==> src/rtl/keyseq_sender.sv <==
// Sends a stored six-digit code to a lock one digit at a time with idle gaps,
// then samples the lock status and tracks the result and a failure counter.
module keyseq_sender (
  input  logic        clk,
  input  logic        reset,
  input  logic        start,
  input  logic        abort,
  input  logic        code_load,
  input  logic [23:0] code_in,
  input  logic [3:0]  gap,
  input  logic        locked,
  output logic [3:0]  key,
  output logic        key_valid,
  output logic        busy,
  output logic        done,
  output logic        success,
  output logic        load_err,
  output logic [7:0]  fail_cnt
);

  typedef enum logic [2:0] {IDLE, SEND, GAP, CHECK, DONE} state_t;

  state_t      state_reg, state_next;
  logic [2:0]  idx_reg;
  logic [3:0]  gap_cnt_reg;
  logic [23:0] code_reg;
  logic        success_reg;
  logic        load_err_reg;
  logic [7:0]  fail_cnt_reg;
  logic [5:0]  digit_ok;
  logic        code_ok;

  // A load is only accepted when every digit is a decimal value.
  generate
    for (genvar gi = 0; gi < 6; gi++) begin : g_digit_chk
      assign digit_ok[gi] = (code_in[4*gi +: 4] <= 4'd9);
    end
  endgenerate
  assign code_ok = &digit_ok;

  always_comb begin
    state_next = state_reg;
    if (state_reg != IDLE && abort) begin
      state_next = IDLE;
    end else begin
      case (state_reg)
        IDLE:    if (start && !code_load) state_next = SEND;
        SEND:    state_next = GAP;
        GAP:     if (gap_cnt_reg == 4'd0) state_next = (idx_reg == 3'd5) ? CHECK : SEND;
        CHECK:   state_next = DONE;
        DONE:    state_next = IDLE;
        default: state_next = IDLE;
      endcase
    end
  end

  always_comb begin
    key       = 4'hF;
    key_valid = 1'b0;
    if (state_reg == SEND) begin
      key_valid = 1'b1;
      case (idx_reg)
        3'd0:    key = code_reg[3:0];
        3'd1:    key = code_reg[7:4];
        3'd2:    key = code_reg[11:8];
        3'd3:    key = code_reg[15:12];
        3'd4:    key = code_reg[19:16];
        default: key = code_reg[23:20];
      endcase
    end
  end

  assign busy     = (state_reg != IDLE);
  assign done     = (state_reg == DONE);
  assign success  = success_reg;
  assign load_err = load_err_reg;
  assign fail_cnt = fail_cnt_reg;

  always_ff @(posedge clk) begin
    if (!reset) begin
      state_reg    <= IDLE;
      idx_reg      <= 3'd0;
      gap_cnt_reg  <= 4'd0;
      code_reg     <= 24'h652533;
      success_reg  <= 1'b0;
      load_err_reg <= 1'b0;
      fail_cnt_reg <= 8'd0;
    end else begin
      state_reg    <= state_next;
      load_err_reg <= 1'b0;
      if (state_reg == IDLE && code_load) begin
        if (code_ok) code_reg <= code_in;
        else         load_err_reg <= 1'b1;
      end
      case (state_reg)
        IDLE: idx_reg <= 3'd0;
        // Gap counter holds the remaining cycles after the current one.
        SEND: gap_cnt_reg <= (gap == 4'd0) ? 4'd0 : gap - 4'd1;
        GAP: begin
          if (gap_cnt_reg != 4'd0)  gap_cnt_reg <= gap_cnt_reg - 4'd1;
          else if (idx_reg != 3'd5) idx_reg <= idx_reg + 3'd1;
        end
        CHECK: begin
          if (!abort) begin
            success_reg <= ~locked;
            if (locked) begin
              if (fail_cnt_reg != 8'd255) fail_cnt_reg <= fail_cnt_reg + 8'd1;
            end else begin
              fail_cnt_reg <= 8'd0;
            end
          end
        end
        default: ;
      endcase
    end
  end

endmodule

==> config.mk <==
export PLATFORM = sky130hd
export DESIGN_NAME = keyseq_sender
export DESIGN_NICKNAME = d
export VERILOG_FILES = /design/src/rtl/keyseq_sender.sv
export SDC_FILE = /design/constraint.sdc
export NUM_CORES = 1
export LEC_CHECK = 0
export ABC_CLOCK_PERIOD_IN_PS = 1800
export CAP_MARGIN = 30
export CORE_ASPECT_RATIO = 0.75
export CORE_MARGIN = 5
export CORE_UTILIZATION = 45
export DETAILED_ROUTE_END_ITERATION = 10
export GPL_ROUTABILITY_DRIVEN = 0
export PLACE_DENSITY_LB_ADDON = 0.2
export SYNTH_ARGS = -nofsm -noshare
export SYNTH_HDL_FRONTEND = slang
export SYNTH_SLANG_ARGS = --single-unit
==> constraint.sdc <==
create_clock -name clk -period 1.8 [get_ports clk]
set_input_delay 0.36 -clock clk [delete_from_list [all_inputs] [get_ports clk]]
set_output_delay 0.36 -clock clk [all_outputs]
set_load 0.01 [all_outputs]
==> results of run 1 <==
==> power by group <==
| group | internal, µW | switching (µW) | total [µW] | leakage [µW] |
|---|---|---|---|---|
| clock network | 312 | 337 | 649 | 0.0000445 |
| registers | 992 | 13.2 | 1010 | 0.000357 |
| logic | 198 | 169 | 367 | 0.000895 |
==> worst min-delay path, cell delays in order <==
cell	delay [ps]
dlymetal6s2s_1	140
nand2_1	60
mux2i_1	60
==> repair_timing <==
action	CTS	global route
cloned	2	0
buffers inserted	4	1
pin swaps	13	14
setup endpoints to repair	31	27
gates resized for setup	41	19
endpoints found under the hold margin	0	0
==> worst max path at each step <==
stage	start	slack, ps	depth (start not counted)	endpoint
3_5_place_dp	idx_reg[0]	-450	6	key[1]
3_3_place_gp	idx_reg[0]	-410	6	key[2]
5_1_grt	idx_reg[0]	-350	6	key[1]
4_1_cts	idx_reg[0]	-260	6	key[1]
2_1_floorplan	idx_reg[2]	9	5	key[0]
6_report	idx_reg[0]	-290	6	key[2]
==> cell families (layout without fill, tap and decap cells) <==
logic type	Yosys count	after routing	share of synthesized area
xor gates and xnor gates	6	6	0.0228
AOI/OAI and AO/OA	52	52	0.167
adders and majority gates	7	7	0.0381
muxes	26	26	0.113
DFF	44	44	0.383
and+or+nand+nor	109	109	0.223
buffers and inverters	23	107	0.0533
==> cells in the final DEF, fill, tap and decap left out, types with 4 or more instances in the layout <==
master,n
clkdlybuf4s50_1,33
nor2_1,35
a21o_1,4
nand2_1,39
a21oi_1,7
dlymetal6s2s_1,6
nor3b_1,4
nand4_1,4
buf_4,34
o2111ai_1,8
clkbuf_8,6
ha_1,4
dfxtp_1,42
nand3_1,4
mux2i_1,25
xor2_1,6
inv_1,5
dlygate4sd2_1,7
a222oi_1,4
nor3_1,4
buf_2,4
o21ai_0,6
==> metrics by stage <==
stage	hold WS (ps)	total power, µW	worst slack [ps]	util	std cells
after floorplan	434	1180	9.21	-	267
after global placement	446	1370	-406	0.622	396
after detailed placement	451	1380	-448	0.622	396
after CTS	456	2020	-264	0.664	410
after global routing	394	2120	-349	0.678	411
final	380	2020	-286	0.678	411
==> layout make-up <==
| cell class | instances | area (µm²) |
|---|---|---|
| Fill cell | 403 | 1590 |
| Inverter | 8 | 32.5 |
| Clock buffer | 7 | 86.3 |
| Clock inverter | 1 | 7.51 |
| Tap cell | 60 | 75.1 |
| Timing Repair Buffer | 91 | 880 |
| Multi-Input combinational cell | 200 | 1370 |
| Sequential cell | 44 | 883 |
==> per-layer routing <==
layer / share of wire / wire (µm) / GRT usage
met1: 0.49 / 3080 / 0.273
met2: 0.43 / 2700 / 0.289
met3: 0.059 / 369 / 0.0466
met4: 0.015 / 91 / 0.0626
met5: 0 / 0 / 0
==> results.txt, run 1 <==
Status -> finished with violations
Failing checks -> setup timing
Worst slew pin tran -> 409 ps
Top delay family on crit path -> compound AO/OA/AOI/OAI gates
Gr ovfl total -> 0
Min-Delay Startpoint -> code_in[23]
Starting density of the core -> 0.467
GRT Overall Usage -> 0.193
DR iter-0 viols -> 168
Most common cell in the netlist -> dfxtp_1
Critical path required time -> 1440 ps
# rows -> 22
Setup crit end kind -> output port
Clock Tree Root -> clkbuf_8
CTS Sinks -> 44
Fin. Hold Viols -> 0
CTS clk-pin slew, worst paths -> 80 ps
Final min period -> 2090 ps
Clock skew -> 8.14 ps
CP max-delay cell -> dfxtp_2
Pwr per Cell Area -> 606 mW/mm²
CP max FO -> 6
Drt wl/cell -> 15.2 µm
Area growth syn-to-layout -> 45.1%
Min-Delay Path Class -> in2reg
Via count -> 2253
Initial antenna violation count -> 0
CP max stage delay -> 390 ps
Die area -> 0.00666 mm²
EDFF count, synth -> 0
Cells on Worst Hold Path -> 3
Max IR drop VDD -> 0.000386 V
Synth unique cells -> 45
Layout cells sized above 1 -> 0.217
Synth top area cells -> dfxtp_1, mux2i_1, nand2_1
CP Launch Type -> flop
Final Setup Violations -> 4
Buf/Inv on CP -> 2
Port Buffers -> 50
Sequential-to-total area share from yosys stat -> 0.383
Worst hold endpoint -> code_reg[23]
Clk buf depth -> 2
Die X-Extent -> 92.6 µm
Final antenna-violating net count -> 0
R2R depth -> 7
I/O pin count -> 51
Synth Instances -> 267
Pleak -> 0.00130 µW
F_max -> 479 MHz
Avg Cell Area, Syn -> 8.62 µm²
Max reg flops -> 24
Fin worst setup slack -> -286 ps
Post-synth top area cell -> dfxtp_1
Pin count of the biggest net entering global routing -> 28
Vias in the first global route -> 2187
Post-DP HPWL -> 4310 µm
Post-Syn Nets -> 308
Fin. max-slew vios -> 0
Yosys top cell area share -> 0.383
DR DRC count -> 0
Worst reg2reg endpoint -> idx_reg[1]
CP cell instances -> inv_4 -> ha_4 -> a222oi_1 -> o2111ai_1 -> a21o_1 -> buf_2
Cell Area, Placed -> 0.00306 mm²
Max Cap Violations -> 0
Synth Flop Type -> dfxtp_1
Synth async-reset ratio -> 0
Synth Warn # -> 0
Most frequent cells after synthesis -> dfxtp_1, nand2_1, nor2_1
Final Cell Area -> 0.00334 mm²
Via density per instance -> 5.48
Yosys reg bits -> 44
Worst reg2reg startpoint -> idx_reg[0]
Hold_buf cts -> 0
Setup TNS -> -1040 ps
R2R Setup Slk -> 50 ps
Final critical-path share of the clock period -> 1.16
Net count, final -> 391
CTS tree -> yes
CTS buffer count -> 5
Skew-Pair Late Insertion Delay -> 300 ps
Arrival time worst endpoint -> 1730 ps
Placeable Area -> 0.00493 mm²
CP Class -> reg2out
RSZ-0062 raised after global routing -> true
Pre-Repair DR Iteration Count -> 5
# diodes -> 0
H-tree Lvls -> 2
Cell Area, Synth -> 0.00230 mm²
Slew margin rel. -> 0.725
First-pass GRT wire length -> 10300 µm
Overall routed net length -> 6250 µm
Die span in y -> 71.9 µm
(Power assumes the default switching activity.)
==> run 2: changes to the inputs <==
--- a/config.mk
+++ b/config.mk
@@ -12,7 +12,7 @@
 export CORE_UTILIZATION = 45
 export DETAILED_ROUTE_END_ITERATION = 10
 export GPL_ROUTABILITY_DRIVEN = 0
-export PLACE_DENSITY_LB_ADDON = 0.2
+export PLACE_DENSITY = 0.75
 export SYNTH_ARGS = -nofsm -noshare
 export SYNTH_HDL_FRONTEND = slang
 export SYNTH_SLANG_ARGS = --single-unit
==> results.txt, run 2 (synthesis gave the netlist of run 1 again) <==
Sequential cell area -> 886 µm²
Pleak -> 0.00124 µW
Setup crit end kind -> output port
F_max -> 471 MHz
Post-DP HPWL -> 4510 µm
Drt wl/cell -> 14.9 µm
Failing checks -> setup timing
DR DRC count -> 0
Status -> finished with violations
Fin worst setup slack -> -324 ps
Buf/Inv on CP -> 2
Pin count of the biggest net entering global routing -> 27
Min-Delay Path Class -> in2reg
CP max stage delay -> 410 ps
Final Setup Violations -> 4
Top delay family on crit path -> compound AO/OA/AOI/OAI gates
Via count -> 2214
Clk buf depth -> 2
Vias in the first global route -> 2261
Die area -> 0.00666 mm²
Final std cells w/o fill -> 411
CP max FO -> 6
First-pass GRT wire length -> 10300 µm
Final min period -> 2120 ps
Placeable Area -> 0.00493 mm²
Max Cap Violations -> 0
Overall routed net length -> 6110 µm
Final antenna-violating net count -> 0
CTS Sinks -> 44
Initial antenna violation count -> 0
Gr ovfl total -> 0
CP cell instances -> inv_4 -> ha_4 -> a222oi_1 -> o2111ai_1 -> a21o_1 -> buf_2
Fillers -> 392
Most common cell after layout, fill and taps aside -> dfxtp_1
Slew margin rel. -> 0.755
Net count, final -> 391
Port Buffers -> 50
Clock Tree Root -> clkbuf_8
Max IR drop VDD -> 0.000346 V
CTS tree -> yes
Layout cells sized above 1 -> 0.208
Setup TNS -> -1260 ps
CTS clk-pin slew, worst paths -> 90 ps
Fin. max-slew vios -> 0
Pwr per Cell Area -> 613 mW/mm²
Area of the multi-input gates -> 0.00137 mm²
Max reg flops -> 24
Via density per instance -> 5.39
CP max-delay cell -> a222oi_1
CP Class -> reg2out
Fin util -> 0.669
Placed Cells incl. Taps -> 399
# diodes -> 0
CP Launch Type -> flop
Area growth syn-to-layout -> 43.2%
Commonest non-fill, non-tap cells in the layout -> dfxtp_1, nand2_1, clkdlybuf4s50_1
H-tree Lvls -> 2
Critical path required time -> 1440 ps
Arrival time worst endpoint -> 1760 ps
Starting density of the core -> 0.467
CTS buffer count -> 5
Hold_buf cts -> 0
Fin. Hold Viols -> 0
# rows -> 22
Die X-Extent -> 92.6 µm
Final critical-path share of the clock period -> 1.18
Skew-Pair Late Insertion Delay -> 300 ps
Pre-Repair DR Iteration Count -> 4
I/O pin count -> 51
Die span in y -> 71.9 µm
DR iter-0 viols -> 101
Worst slew pin tran -> 368 ps
GRT Overall Usage -> 0.190
RSZ-0062 raised after global routing -> true
Clock skew -> 4.36 ps
[run 2: final timing paths]
path / start / endpoint / slack [ps] / cells after the start
min reg2reg: code_reg[23] / code_reg[23] / 460 / 2
min: code_in[7] / code_reg[7] / 360 / 3
max reg2reg: state_reg[1] / gap_cnt_reg[0] / 90 / 5
max: idx_reg[1] / key[1] / -320 / 6
[run 2: layer usage]
| layer | vias up | track usage | wire (µm) |
|---|---|---|---|
| li1 | 1116 | - | - |
| met1 | 1044 | 0.244 | 2960 |
| met2 | 50 | 0.322 | 2850 |
| met3 | 4 | 0.0373 | 252 |
| met4 | 0 | 0.0626 | 54 |
| met5 | - | 0 | 0 |
[run 2: layout make-up]
type                       count  area share
timing repair buffer          91       0.254
multi-input combinational    200       0.416
clock buffer                   7      0.0262
inverter                       8     0.00987
sequential                    44       0.269
clock inverter                 1     0.00228
tap                           60      0.0228
[run 2: timing repair]
item | in CTS | in global routing
endpoints found under the hold margin | 0 | 0
gates resized for setup | 37 | 12
setup endpoints to repair | 15 | 29
setup buffers | 2 | 0
gates cloned | 1 | 1
pin swaps | 9 | 8
[run 2: power breakdown]
| part | internal [µW] | leakage (µW) | switching [µW] | total [µW] |
|---|---|---|---|---|
| Sequential | 991 | 0.000357 | 12.5 | 1000 |
| Combinational | 194 | 0.000837 | 164 | 358 |
| Clock | 312 | 0.0000445 | 345 | 658 |
| Total | 1500 | 0.00124 | 522 | 2020 |
[run 2: worst register-to-register path: stages, from the launching register on]
cell,delay [ps]
dfxtp_1,370
buf_4,170
or3b_1,480
o21bai_4,290
mux2i_1,220
a21oi_1,80
[run 2: through the flow]
stage	total power [µW]	instance area [µm²]	worst slack, ps	hold slack (ps)
after floorplan	1180	2300	9.21	434
after global placement	1370	3070	-391	447
after detailed placement	1380	3070	-515	454
after CTS	2020	3260	-352	469
after global routing	2110	3300	-456	379
final	2020	3300	-324	362
